## config.mk

```make
export PLATFORM = sky130hd
export DESIGN_NAME = move_arbiter
export DESIGN_NICKNAME = d
export VERILOG_FILES = /design/src/rtl/game_pkg.sv /design/src/rtl/rr_arb2.sv /design/src/rtl/move_arbiter.sv
export SDC_FILE = /design/constraint.sdc
export NUM_CORES = 1
export LEC_CHECK = 0
export CAP_MARGIN = 40
export CORE_MARGIN = 4
export CORE_UTILIZATION = 38
export CTS_CLUSTER_DIAMETER = 50
export DETAILED_ROUTE_END_ITERATION = 10
export GPL_ROUTABILITY_DRIVEN = 0
export GPL_TIMING_DRIVEN = 0
export PLACE_DENSITY = 0.72
export SETUP_SLACK_MARGIN = 0.2
export SKIP_CTS_REPAIR_TIMING = 1
export SYNTH_ARGS = -nofsm -noshare
export SYNTH_HDL_FRONTEND = slang
export SYNTH_SLANG_ARGS = --single-unit
export TNS_END_PERCENT = 10
```

## constraint.sdc

```tcl
create_clock -name clk_d -period 1.2 [get_ports clk_d]
set_input_delay 0.36 -clock clk_d [delete_from_list [all_inputs] [get_ports clk_d]]
set_output_delay 0.36 -clock clk_d [all_outputs]
set_load 0.02 [all_outputs]
```

## src/rtl/game_pkg.sv

```systemverilog
// Shared game encodings: status codes, move directions and move arbiter states.
package game_pkg;

  localparam logic [1:0] CHOSE_BOARD  = 2'b00;
  localparam logic [1:0] GAMING       = 2'b01;
  localparam logic [1:0] GAME_INITIAL = 2'b10;
  localparam logic [1:0] WINNED       = 2'b11;

  localparam logic [1:0] DIR_UP    = 2'b00;
  localparam logic [1:0] DIR_DOWN  = 2'b01;
  localparam logic [1:0] DIR_LEFT  = 2'b10;
  localparam logic [1:0] DIR_RIGHT = 2'b11;

  typedef enum logic [1:0] {
    ST_IDLE  = 2'b00,
    ST_ISSUE = 2'b01,
    ST_WAIT  = 2'b10,
    ST_COOL  = 2'b11
  } arb_state_e;

endpackage

```

## src/rtl/rr_arb2.sv

```systemverilog
// Two-way round-robin grant; on a tie the source that did not win last time is chosen.
module rr_arb2 (
  input  logic       clk_d,
  input  logic       rst,
  input  logic [1:0] req_i,
  input  logic       take_i,
  output logic       gnt_vld_o,
  output logic       gnt_idx_o
);

  logic last_q;
  logic last_d;

  assign gnt_vld_o = |req_i;
  assign gnt_idx_o = (&req_i) ? ~last_q : req_i[1];
  assign last_d    = take_i ? gnt_idx_o : last_q;

  // Reset to source 1 so the buttons win the very first tie.
  always_ff @(posedge clk_d or posedge rst) begin
    if (rst) last_q <= 1'b1;
    else     last_q <= last_d;
  end

endmodule

```

## src/rtl/move_arbiter.sv

```systemverilog
// Sequences button/keyboard moves into the board, one outstanding at a time, and pulses active per legal move.
// Optional MOVE_TIMEOUT_EN: abort a move whose board_done never arrives and raise sticky timeout_err.
module move_arbiter
  import game_pkg::*;
#(
  parameter int COOLDOWN_CYC = 4,
  parameter int TIMEOUT_CYC  = 255
) (
  input  logic       clk_d,
  input  logic       rst,
  input  logic [1:0] game_status,
  input  logic       btn_req,
  input  logic [1:0] btn_dir,
  input  logic       kbd_req,
  input  logic [1:0] kbd_dir,
  output logic       btn_ack,
  output logic       kbd_ack,
  output logic       move_valid,
  output logic [1:0] move_dir,
  input  logic       move_ready,
  input  logic       board_done,
  input  logic       board_moved,
  output logic       active,
  output logic       busy,
  output logic       timeout_err
);

  localparam logic [4:0] COOL_LEN = 5'(COOLDOWN_CYC);

  arb_state_e state_q, state_d;
  logic [1:0] dir_q, dir_d;
  logic       btn_ack_q, btn_ack_d;
  logic       kbd_ack_q, kbd_ack_d;
  logic       active_q, active_d;
  logic [3:0] cool_cnt_q, cool_cnt_d;
  logic       play_ok;
  logic       take;
  logic       gnt_vld;
  logic       gnt_idx;

  assign play_ok = (game_status == GAMING) || (game_status == GAME_INITIAL);

  rr_arb2 u_rr (
    .clk_d     (clk_d),
    .rst       (rst),
    .req_i     ({kbd_req, btn_req}),
    .take_i    (take),
    .gnt_vld_o (gnt_vld),
    .gnt_idx_o (gnt_idx)
  );

`ifdef MOVE_TIMEOUT_EN
  localparam int TW = (TIMEOUT_CYC > 1) ? $clog2(TIMEOUT_CYC + 1) : 1;
  localparam logic [TW-1:0] TMO_LAST = TW'(TIMEOUT_CYC - 1);
  logic [TW-1:0] tmo_cnt_q, tmo_cnt_d;
  logic          tmo_err_q, tmo_err_d;
  assign timeout_err = tmo_err_q;
`else
  logic unused_tmo;
  assign unused_tmo  = (TIMEOUT_CYC != 0);
  assign timeout_err = 1'b0;
`endif

  always_ff @(posedge clk_d or posedge rst) begin
    if (rst) begin
      state_q    <= ST_IDLE;
      dir_q      <= 2'b00;
      btn_ack_q  <= 1'b0;
      kbd_ack_q  <= 1'b0;
      active_q   <= 1'b0;
      cool_cnt_q <= 4'd0;
`ifdef MOVE_TIMEOUT_EN
      tmo_cnt_q  <= '0;
      tmo_err_q  <= 1'b0;
`endif
    end else begin
      state_q    <= state_d;
      dir_q      <= dir_d;
      btn_ack_q  <= btn_ack_d;
      kbd_ack_q  <= kbd_ack_d;
      active_q   <= active_d;
      cool_cnt_q <= cool_cnt_d;
`ifdef MOVE_TIMEOUT_EN
      tmo_cnt_q  <= tmo_cnt_d;
      tmo_err_q  <= tmo_err_d;
`endif
    end
  end

  always_comb begin
    state_d    = state_q;
    dir_d      = dir_q;
    btn_ack_d  = 1'b0;
    kbd_ack_d  = 1'b0;
    active_d   = 1'b0;
    cool_cnt_d = cool_cnt_q;
    take       = 1'b0;
`ifdef MOVE_TIMEOUT_EN
    tmo_cnt_d  = tmo_cnt_q;
    tmo_err_d  = tmo_err_q;
`endif
    case (state_q)
      ST_IDLE: begin
        if (play_ok && gnt_vld) begin
          take      = 1'b1;
          state_d   = ST_ISSUE;
          dir_d     = gnt_idx ? kbd_dir : btn_dir;
          btn_ack_d = ~gnt_idx;
          kbd_ack_d = gnt_idx;
        end
      end
      ST_ISSUE: begin
`ifdef MOVE_TIMEOUT_EN
        tmo_cnt_d = '0;
`endif
        // A completed handshake is honoured even if play_ok drops in the same cycle.
        if (move_ready)    state_d = ST_WAIT;
        else if (!play_ok) state_d = ST_IDLE;
      end
      ST_WAIT: begin
        if (game_status == CHOSE_BOARD) begin
          state_d = ST_IDLE;
        end else if (board_done) begin
          active_d   = board_moved;
          state_d    = ST_COOL;
          cool_cnt_d = 4'd0;
        end
`ifdef MOVE_TIMEOUT_EN
        else if (tmo_cnt_q == TMO_LAST) begin
          tmo_err_d  = 1'b1;
          state_d    = ST_COOL;
          cool_cnt_d = 4'd0;
        end else begin
          tmo_cnt_d = tmo_cnt_q + 1'b1;
        end
`endif
      end
      ST_COOL: begin
        // Zero cooldown still spends one cycle here.
        if (({1'b0, cool_cnt_q} + 5'd1) >= COOL_LEN) state_d = ST_IDLE;
        else cool_cnt_d = cool_cnt_q + 4'd1;
      end
      default: state_d = ST_IDLE;
    endcase
`ifdef MOVE_TIMEOUT_EN
    if (game_status == CHOSE_BOARD) tmo_err_d = 1'b0;
`endif
  end

  assign btn_ack    = btn_ack_q;
  assign kbd_ack    = kbd_ack_q;
  assign move_valid = (state_q == ST_ISSUE);
  assign move_dir   = dir_q;
  assign active     = active_q;
  assign busy       = (state_q != ST_IDLE);

endmodule
```

---- After elaboration in Yosys (flattened, before gate mapping) ----
Index checks and enable logic that the tools add are counted.
Widths: inputs -> output; s select.
storage, ports and cells
  register bits ........................... 12
  bits of input ports ..................... 13
  output and inout bits ................... 8
  word-level logic and storage cells ...... 57
cells by class
  $add $sub $neg .......................... 2
  $lt $le $gt $ge ......................... 1
  eq/ne operators ......................... 12
  muxes and demuxes ....................... 22
  bitwise operators ....................... 2
  reductions and logical operators ........ 11
operator list
  cell                 number
  $mux 2               7
  $mux 4               3
  $mux 1               10
  $ne 2x2->1 const B   5
  $pmux 2 s4           1
  $pmux 4 s2           1
  $reduce_and 4->1     2
  $eq 2x2->1 const B   3
  $ne 3x3->1 const B   2
  $add 4x1->5 const B  1
  $ge 5x3->1 const B   1
  $add 4x1->4 const B  1
  $eq 2x1->1 const B   2
  $logic_not 2->1      2
  $reduce_and 2->1     2
  $reduce_bool 2->1    2
  $not 1->1            2
  $reduce_or 2->1      1
  $logic_and 1x1->1    1
  $logic_or 1x1->1     1

---- Logic depth before layout (Yosys ltp) ----
Gate-level depths: netlist (run 1).
  depth in word-level cells ............... 5
  mapped depth ............................ 6
  mapped depth without buffers ............ 6

---- Modules after synthesis ----
Synthesis (run 1) repeated with hierarchy kept, for this count alone.
second synthesis, totals
  cells, all modules ...................... 59
  area, all modules ....................... 629.4 um^2
modules (own cells, without submodules)
  module        times used  cells an instance  area each (um^2)  sequential area each (um^2)
  move_arbiter  1           54                 566.8             275.3
  rr_arb2       1           5                  62.6              26.3

---- Worst setup path before layout (run 1) ----
No wires, ideal clock.
  kind .................................... in2reg
  from .................................... input port game_status[0]
  to ...................................... register u_rr.last_q
  library setup time ...................... 0.082 ns
  arrival time ............................ 1.329 ns
  required time ........................... 1.118 ns
  slack ................................... -0.211 ns
  cell stages on the path ................. 5
  path buffers ............................ 0
  cells stage by stage .................... inv_1 > ha_1 > o21ai_0 > nor2_2 > mux2_2
between the ends
  cells in the longest elaborated chain, start to end .. 5
  elaborated cells between the ends (all ways) .. 6
  classes of those cells .................. eq/ne: 2; mux: 2; reduce/logical: 2
RTL lines
  element                                   line                 text
  start: declaration                        move_arbiter.sv:11   input logic [1:0] game_status,
  $eq 2x1->1 or $eq 2x2->1 (tied branches)  move_arbiter.sv:41   assign play_ok = (game_status == GAMING) || (game_status == GAME_INITIAL);
  $logic_or 1x1->1 (*)                      move_arbiter.sv:41
  $logic_and 1x1->1 (*)                     move_arbiter.sv:104  if (play_ok && gnt_vld) begin
  $mux 1 (*)                                move_arbiter.sv:104
  $mux 1 (*)                                move_arbiter.sv:102  case (state_q)
  end signal: assignment                    rr_arb2.sv:21        else last_q <= last_d;
  end: declaration                          rr_arb2.sv:11        logic last_q;
Every way passes the cells marked *; elsewhere a longest branch is shown, timed or not.
A chain may end at the register's enable or synchronous reset.

---- Final worst setup path (run 1) ----
  from .................................... register state_q[0]
  to ...................................... output port busy
between the ends
  cells in the longest elaborated chain, start to end .. 1
RTL lines
  element                   line                 text
  start: declaration        move_arbiter.sv:30   arb_state_e state_q, state_d;
  start signal: assignment  move_arbiter.sv:77   state_q <= state_d;
  $reduce_bool 2->1         move_arbiter.sv:155  assign busy = (state_q != ST_IDLE);
  end: declaration          move_arbiter.sv:24   output logic busy,
No other way between the ends.

==> summary.md, run 1 <==
| Metric | Value |
|---|---|
| Cells after synthesis | 56 |
| Finished Cell Area | 949.7 um^2 |
| Hold crit path type | primary input to async pin |
| Final core occ | a little over three fifths |
| Worst-Skew Late Latency | around 0.28 ns |
| FF+latch count, synth | 12 |
| RSZ-0062 raised after global routing | yes |
| Clock sink count | 12 |
| Final count of pins violating max slew | 0 |
| Layout cells sized above 1 | between 40% and 50% |
| Vias | 486 |
| Post-synthesis sequential area ratio | between 40% and 50% |
| Initial Util | 40.45% |
| Power Total | 1.830 mW |
| Synth cell count leaders | dfrtp_1, inv_1, nor2_1 |
| Max Cap Viol | 0 |
| Residual DRC count | 0 |
| Startpoint Class | flip-flop |
| Crit path largest cell delay | around 0.47 ns |
| Ranking of synthesized cells by area | dfrtp_1, ha_1, a2111oi_4 |
| Setup TNS | -1.884 ns |
| Post-Place Setup Slack | -0.6076 ns |
| Layout area overhead | 55.85% |
| Critical path class | flip-flop to output port |
| R2R cell count | 4 |
| IO Count | 21 |
| Cell breakdown of the critical path | or2_4 > buf_6 |
| Final nets | 98 |
| Synthesized Nets | slightly above 70 |
| R2R Setup Slk | -0.23 ns |
| Share of the synthesized area in the top cell type | a little under half |
| Worst-case clock buffer depth | 2 |
| Skew final | around 0.0013 ns |
| Core area | 1506 um^2 |
| Router iterations before antenna repair | 4 |
| Worst vdd ir | around 1.5 mV |
| Worst setup margin | -0.3128 ns |
| Crit Path Max Fanout | 8 |
| Final hold slack | approximately 0.38 ns |
| Max Clk Rate | between 600 and 700 MHz |
| Number of flops mapped to enable cells by yosys | 0 |
| Violated checks | negative setup slack |
| Number of global-route vias before repair | 392 |
| Final worst-path cycle share | 126.1% |
| Critical path launch point | state_q[0] |
| Top FF cell, synth | dfrtp_1 |
| CTS tree | done |
| Largest net degree at the start of global routing | 13 |
| Mean number of vias per cell | about 5.0 |
| Status | finished with violations |
| Cell taking the most area after synthesis | dfrtp_1 |
| Cell with the most instances after synthesis | dfrtp_1 |
| GR Overflow Total | 0 |
| DRT antenna net count | 0 |
| Die Width | roughly 48 um |
| Detailed Place HPWL | approximately 870 um |
| GRT Resource Usage Total | between 10% and 20% |
| Pwr dens | just under 2000 nW/um^2 |
| Die area | approximately 2300 um^2 |
| Worst-path clk slew | roughly 0.08 ns |
| Worst EP required | 0.84 ns |
| Post-Route WL | roughly 1200 um |
| DR iter-0 viols | 5 |
| # H-tree levels | 1 |
| Non-Filler Instances | between 90 and 100 |
| Die Y | 48.05 um |
| Initial antenna violation count | 0 |
| Placed insts | just over 90 |
| Global-route wire length before repair | approximately 1700 um |
| Nature of the critical path endpoint | output port |
| Synthesized area | 609.3 um^2 |
| Distinct cells, synth | 28 |
| Wire length per cell | roughly 12 um |
| # setup viols final | 11 |
| CP endpoint | busy |
| Placed cell area | 850.8 um^2 |
| Async SR Flop Fraction | 100.0% |
| Slowest CP cell | dfrtp_2 |
| Count of final hold-check violations | 0 |
| Synth Area per Inst | between 10 and 15 um^2 |
| CTS Buf Count | 3 |
| Min Tclk post-route | about 1.5 ns |
| Leakage | 0.4592 nW |
| Crit path DAT | 1.15 ns |
| Root buf cell | clkbuf_4 |
| YS warnings | 0 |
| Worst R2R Start | state_q[0] |
| Rows | 14 |
| R2r endpoint | u_rr.last_q |
| IO Port Bufs | 19 |
| # diodes | 0 |
==> sequential cells by signal, summed over array words and instances, names as in the netlist <==
name / cells
move_dir: 2
active: 1
state_q: 2
btn_ack: 1
u_rr.last_q: 1
cool_cnt_q: 4
kbd_ack: 1
==> power breakdown <==
group          switching (mW)  internal (mW)
clock                   0.145          0.185
sequential              0.139          0.548
combinational           0.388          0.426
total                   0.672           1.16
==> cells by family (layout without fill, tap and decap cells) <==
kind of cell    after synthesis  after routing  synth area share (%)
compound gates               11             11                 15.40
fa+ha+maj                     3              3                 6.161
buf+inv                       5             30                 3.696
flops                        12             12                 49.49
mux                           4              4                 6.981
other cells                   1              1                0.6154
simple gates                 20             20                 17.66
==> cells in the final DEF (no fill, tap or decap), drive strengths merged <==
master          n
ha              3
a21oi           2
clkbuf          5
o21ai           4
mux2i           2
mux2            2
a2111oi         1
dfrtp          11
and2            2
nand3           3
and3b           1
a21boi          1
a2111o          1
nor4b           1
nor3            1
nor2            5
or2             1
buf             9
a22o            1
nor2b           1
nand2           4
nand4           1
dfstp           1
o41ai           1
clkdlybuf4s50   8
dlymetal6s2s    4
inv             4
conb            1
==> critical path, delay by kind of cell (launching register included) <==
| family | cells | cell delay [ns] |
|---|---|---|
| buf+inv | 1 | 0.13 |
| simple gates | 1 | 0.28 |
| flops | 1 | 0.47 |
==> routing by layer <==
| metal | up-vias | share of wire, % | GRT usage, % |
|---|---|---|---|
| li1 | 245 | - | - |
| met1 | 221 | 42 | 14.61 |
| met2 | 16 | 47 | 15.04 |
| met3 | 4 | 8.8 | 5.639 |
| met4 | 0 | 1.9 | 6.452 |
| met5 | - | 0 | 0 |
==> final cells by class <==
class	instances	area [um^2]
Buffer	1	7.507
Clock buffer	4	36.28
Fill cell	136	556.8
Inverter	4	15.01
Multi-Input combinational cell	39	361.6
Sequential cell	12	304.0
Tap cell	16	20.02
Timing Repair Buffer	21	205.2
==> worst min path at each step <==
stage               cells after the start            end     startpoint
floorplan                               1         active            rst
global placement                        1  cool_cnt_q[0]  cool_cnt_q[0]
detailed placement                      1  cool_cnt_q[0]  cool_cnt_q[0]
CTS                                     2        kbd_ack            rst
global route                            2        btn_ack            rst
finish                                  2        kbd_ack            rst
(Power assumes the default switching activity.)
==> inputs of run 2 (changes only) <==
--- a/config.mk
+++ b/config.mk
@@ -9,9 +9,9 @@
 export CORE_MARGIN = 4
 export CORE_UTILIZATION = 38
 export CTS_CLUSTER_DIAMETER = 50
+export CTS_CLUSTER_SIZE = 14
 export DETAILED_ROUTE_END_ITERATION = 10
 export GPL_ROUTABILITY_DRIVEN = 0
-export GPL_TIMING_DRIVEN = 0
 export PLACE_DENSITY = 0.72
 export SETUP_SLACK_MARGIN = 0.2
 export SKIP_CTS_REPAIR_TIMING = 1
==> run 2 against run 1 <==
Effect of this change:
- critical path type unchanged
- final area up 7.6%
- non-clock buffer count increased by 10
- register-to-register slack gained 0.02 ns
- first-iteration DRC count decreased by 40%
- the flow still finishes with violations (negative setup slack)
- worst hold slack worse by 0.087 ns
- power grew 7.7%
- core utilization up 4.8 points
==> summary.md, run 2 (synthesized netlist as in run 1, its figures left out) <==
| Metric | Value |
|---|---|
| Most common cell after layout, fill and taps aside | buf_4 (was dfrtp_1) |
| Max Cap Viol | 0 (unchanged) |
| Final worst-path cycle share | 121.9% (was 126.1%) |
| Leakage | 0.5096 nW (was 0.4592 nW) |
| RSZ-0062 raised after global routing | yes (unchanged) |
| DRT antenna net count | 0 (unchanged) |
| Placed insts | 100 (was 91) |
| Residual DRC count | 0 (unchanged) |
| Worst-case clock buffer depth | 2 (unchanged) |
| Nature of the critical path endpoint | output port (unchanged) |
| GRT Resource Usage Total | 12.06% (was 11.31%) |
| Count of final hold-check violations | 0 (unchanged) |
| Most frequent cells in the layout | buf_4, dfrtp_1, clkdlybuf4s50_1, buf_6, dlymetal6s2s_1 (was dfrtp_1, clkdlybuf4s50_1, nor2_1, dlymetal6s2s_1, buf_6) |
| Die Width | 48.05 um (unchanged) |
| Critical path class | flip-flop to output port (unchanged) |
| IO Port Bufs | 19 (unchanged) |
| # diodes | 0 (unchanged) |
| Final core occ | 67.86% (was 63.04%) |
| DR iter-0 viols | 3 (was 5) |
| Status | finished with violations (unchanged) |
| Crit Path Max Fanout | 4 (was 8) |
| Final count of pins violating max slew | 0 (unchanged) |
| Skew final | 0.002288 ns (was 0.001286 ns) |
| Number of flip-flops in the largest register | 4 (unchanged) |
| Mean number of vias per cell | 4.925 (was 5.010) |
| Initial antenna violation count | 0 (unchanged) |
| Detailed Place HPWL | 1084 um (was 866.3 um) |
| Layout area overhead | 67.76% (was 55.85%) |
| # H-tree levels | 1 (unchanged) |
| Post-Route WL | 1362 um (was 1186 um) |
| Crit path DAT | 1.10 ns (was 1.15 ns) |
| Clock sink count | 12 (unchanged) |
| Router iterations before antenna repair | 2 (was 4) |
| Worst-Skew Late Latency | 0.26 ns (was 0.28 ns) |
| Max Clk Rate | 683.8 MHz (was 661.0 MHz) |
| IO Count | 21 (unchanged) |
| Root buf cell | clkbuf_4 (unchanged) |
| CTS Buf Count | 3 (unchanged) |
| Die area | 2308 um^2 (unchanged) |
| Rows | 14 (unchanged) |
| # setup viols final | 10 (was 11) |
| Layout cells sized above 1 | 46.15% (was 40.74%) |
| Min Tclk post-route | 1.462 ns (was 1.513 ns) |
| Worst setup margin | -0.2624 ns (was -0.3128 ns) |
| Non-Filler Instances | 107 (was 97) |
| Violated checks | negative setup slack (unchanged) |
| CTS tree | done (unchanged) |
| Vias | 527 (was 486) |
| Number of global-route vias before repair | 474 (was 392) |
| Core area | 1506 um^2 (unchanged) |
| Worst-path clk slew | 0.08 ns (about the same) |
| Power Total | 1.972 mW (was 1.830 mW) |
| Most flop-heavy register | cool_cnt_q (unchanged) |
| Layout fillers | 126 (was 136) |
| Placed cell area | 918.4 um^2 (was 850.8 um^2) |
| Die Y | 48.05 um (unchanged) |
| Largest net degree at the start of global routing | 8 (was 13) |
| Initial Util | 40.45% (unchanged) |
| Final nets | 108 (was 98) |
| Finished Cell Area | 1022 um^2 (was 949.7 um^2) |
| Worst EP required | 0.84 ns (about the same) |
| GR Overflow Total | 0 (unchanged) |
| Wire length per cell | 12.73 um (was 12.23 um) |
| Pwr dens | 1929 nW/um^2 (was 1928 nW/um^2) |
| Worst vdd ir | 0.9734 mV (was 1.464 mV) |
| Global-route wire length before repair | 1904 um (was 1697 um) |
| Hold crit path type | primary input to async pin (unchanged) |
| Startpoint Class | flip-flop (unchanged) |
-- run 2: cell types whose count changed in the layout (fill, tap and decap cells not counted), sizes merged --
cell	previous run	this run
buf	9	19
-- run 2: path summary, 6_finish.rpt --
path                          startpoint           to  slack (ns)  cells past startpoint
max in group asynchronous            rst   state_q[1]        0.57                      3
setup reg to reg           cool_cnt_q[1]   state_q[1]       -0.21                      4
setup / recovery              state_q[1]         busy       -0.26                      2
min in group clk_d           move_dir[0]  move_dir[0]        0.55                      2
hold / removal                       rst      kbd_ack        0.29                      2
hold reg to reg              move_dir[0]  move_dir[0]        0.55                      2
-- run 2: through the flow --
stage / setup slack [ns] / TNS [ns] / hold slack, ns
after floorplan: -0.08501 / -0.4753 / 0.2239
after global placement: -0.5789 / -6.777 / 0.5075
after detailed placement: -0.6130 / -6.999 / 0.5319
after CTS: -0.6710 / -5.911 / 0.2908
after global routing: -0.3175 / -2.233 / 0.2951
final: -0.2624 / -1.553 / 0.2939
-- run 2: power by group --
group          leakage, nW  total, mW  internal (mW)  switching (mW)
Combinational        0.337       1.01          0.534           0.481
Sequential           0.152      0.640          0.544          0.0957
Clock               0.0210      0.317          0.184           0.134
Total                0.510       1.97           1.26           0.710
-- run 2: critical path, stage by stage, from the launching register on --
cell and delay, ns:
dfrtp_2 0.44, or2_4 0.24, buf_2 0.16
-- run 2: final cells by class --
type                            count  area (um^2)  area share [%]
Multi-Input combinational cell     39        359.1           35.13
Sequential cell                    12        302.8           29.62
Timing Repair Buffer               32        289.0           28.27
Clock buffer                        4        36.28           3.550
Tap cell                           16        20.02           1.958
Inverter                            4        15.01           1.469
-- run 2: metal layers --
layer	track usage, %	vias to the layer above	share of wire, %
li1	-	268	-
met1	14.81	246	44
met2	19.53	11	49
met3	3.759	2	5.8
met4	4.839	0	0.66
met5	0	-	0
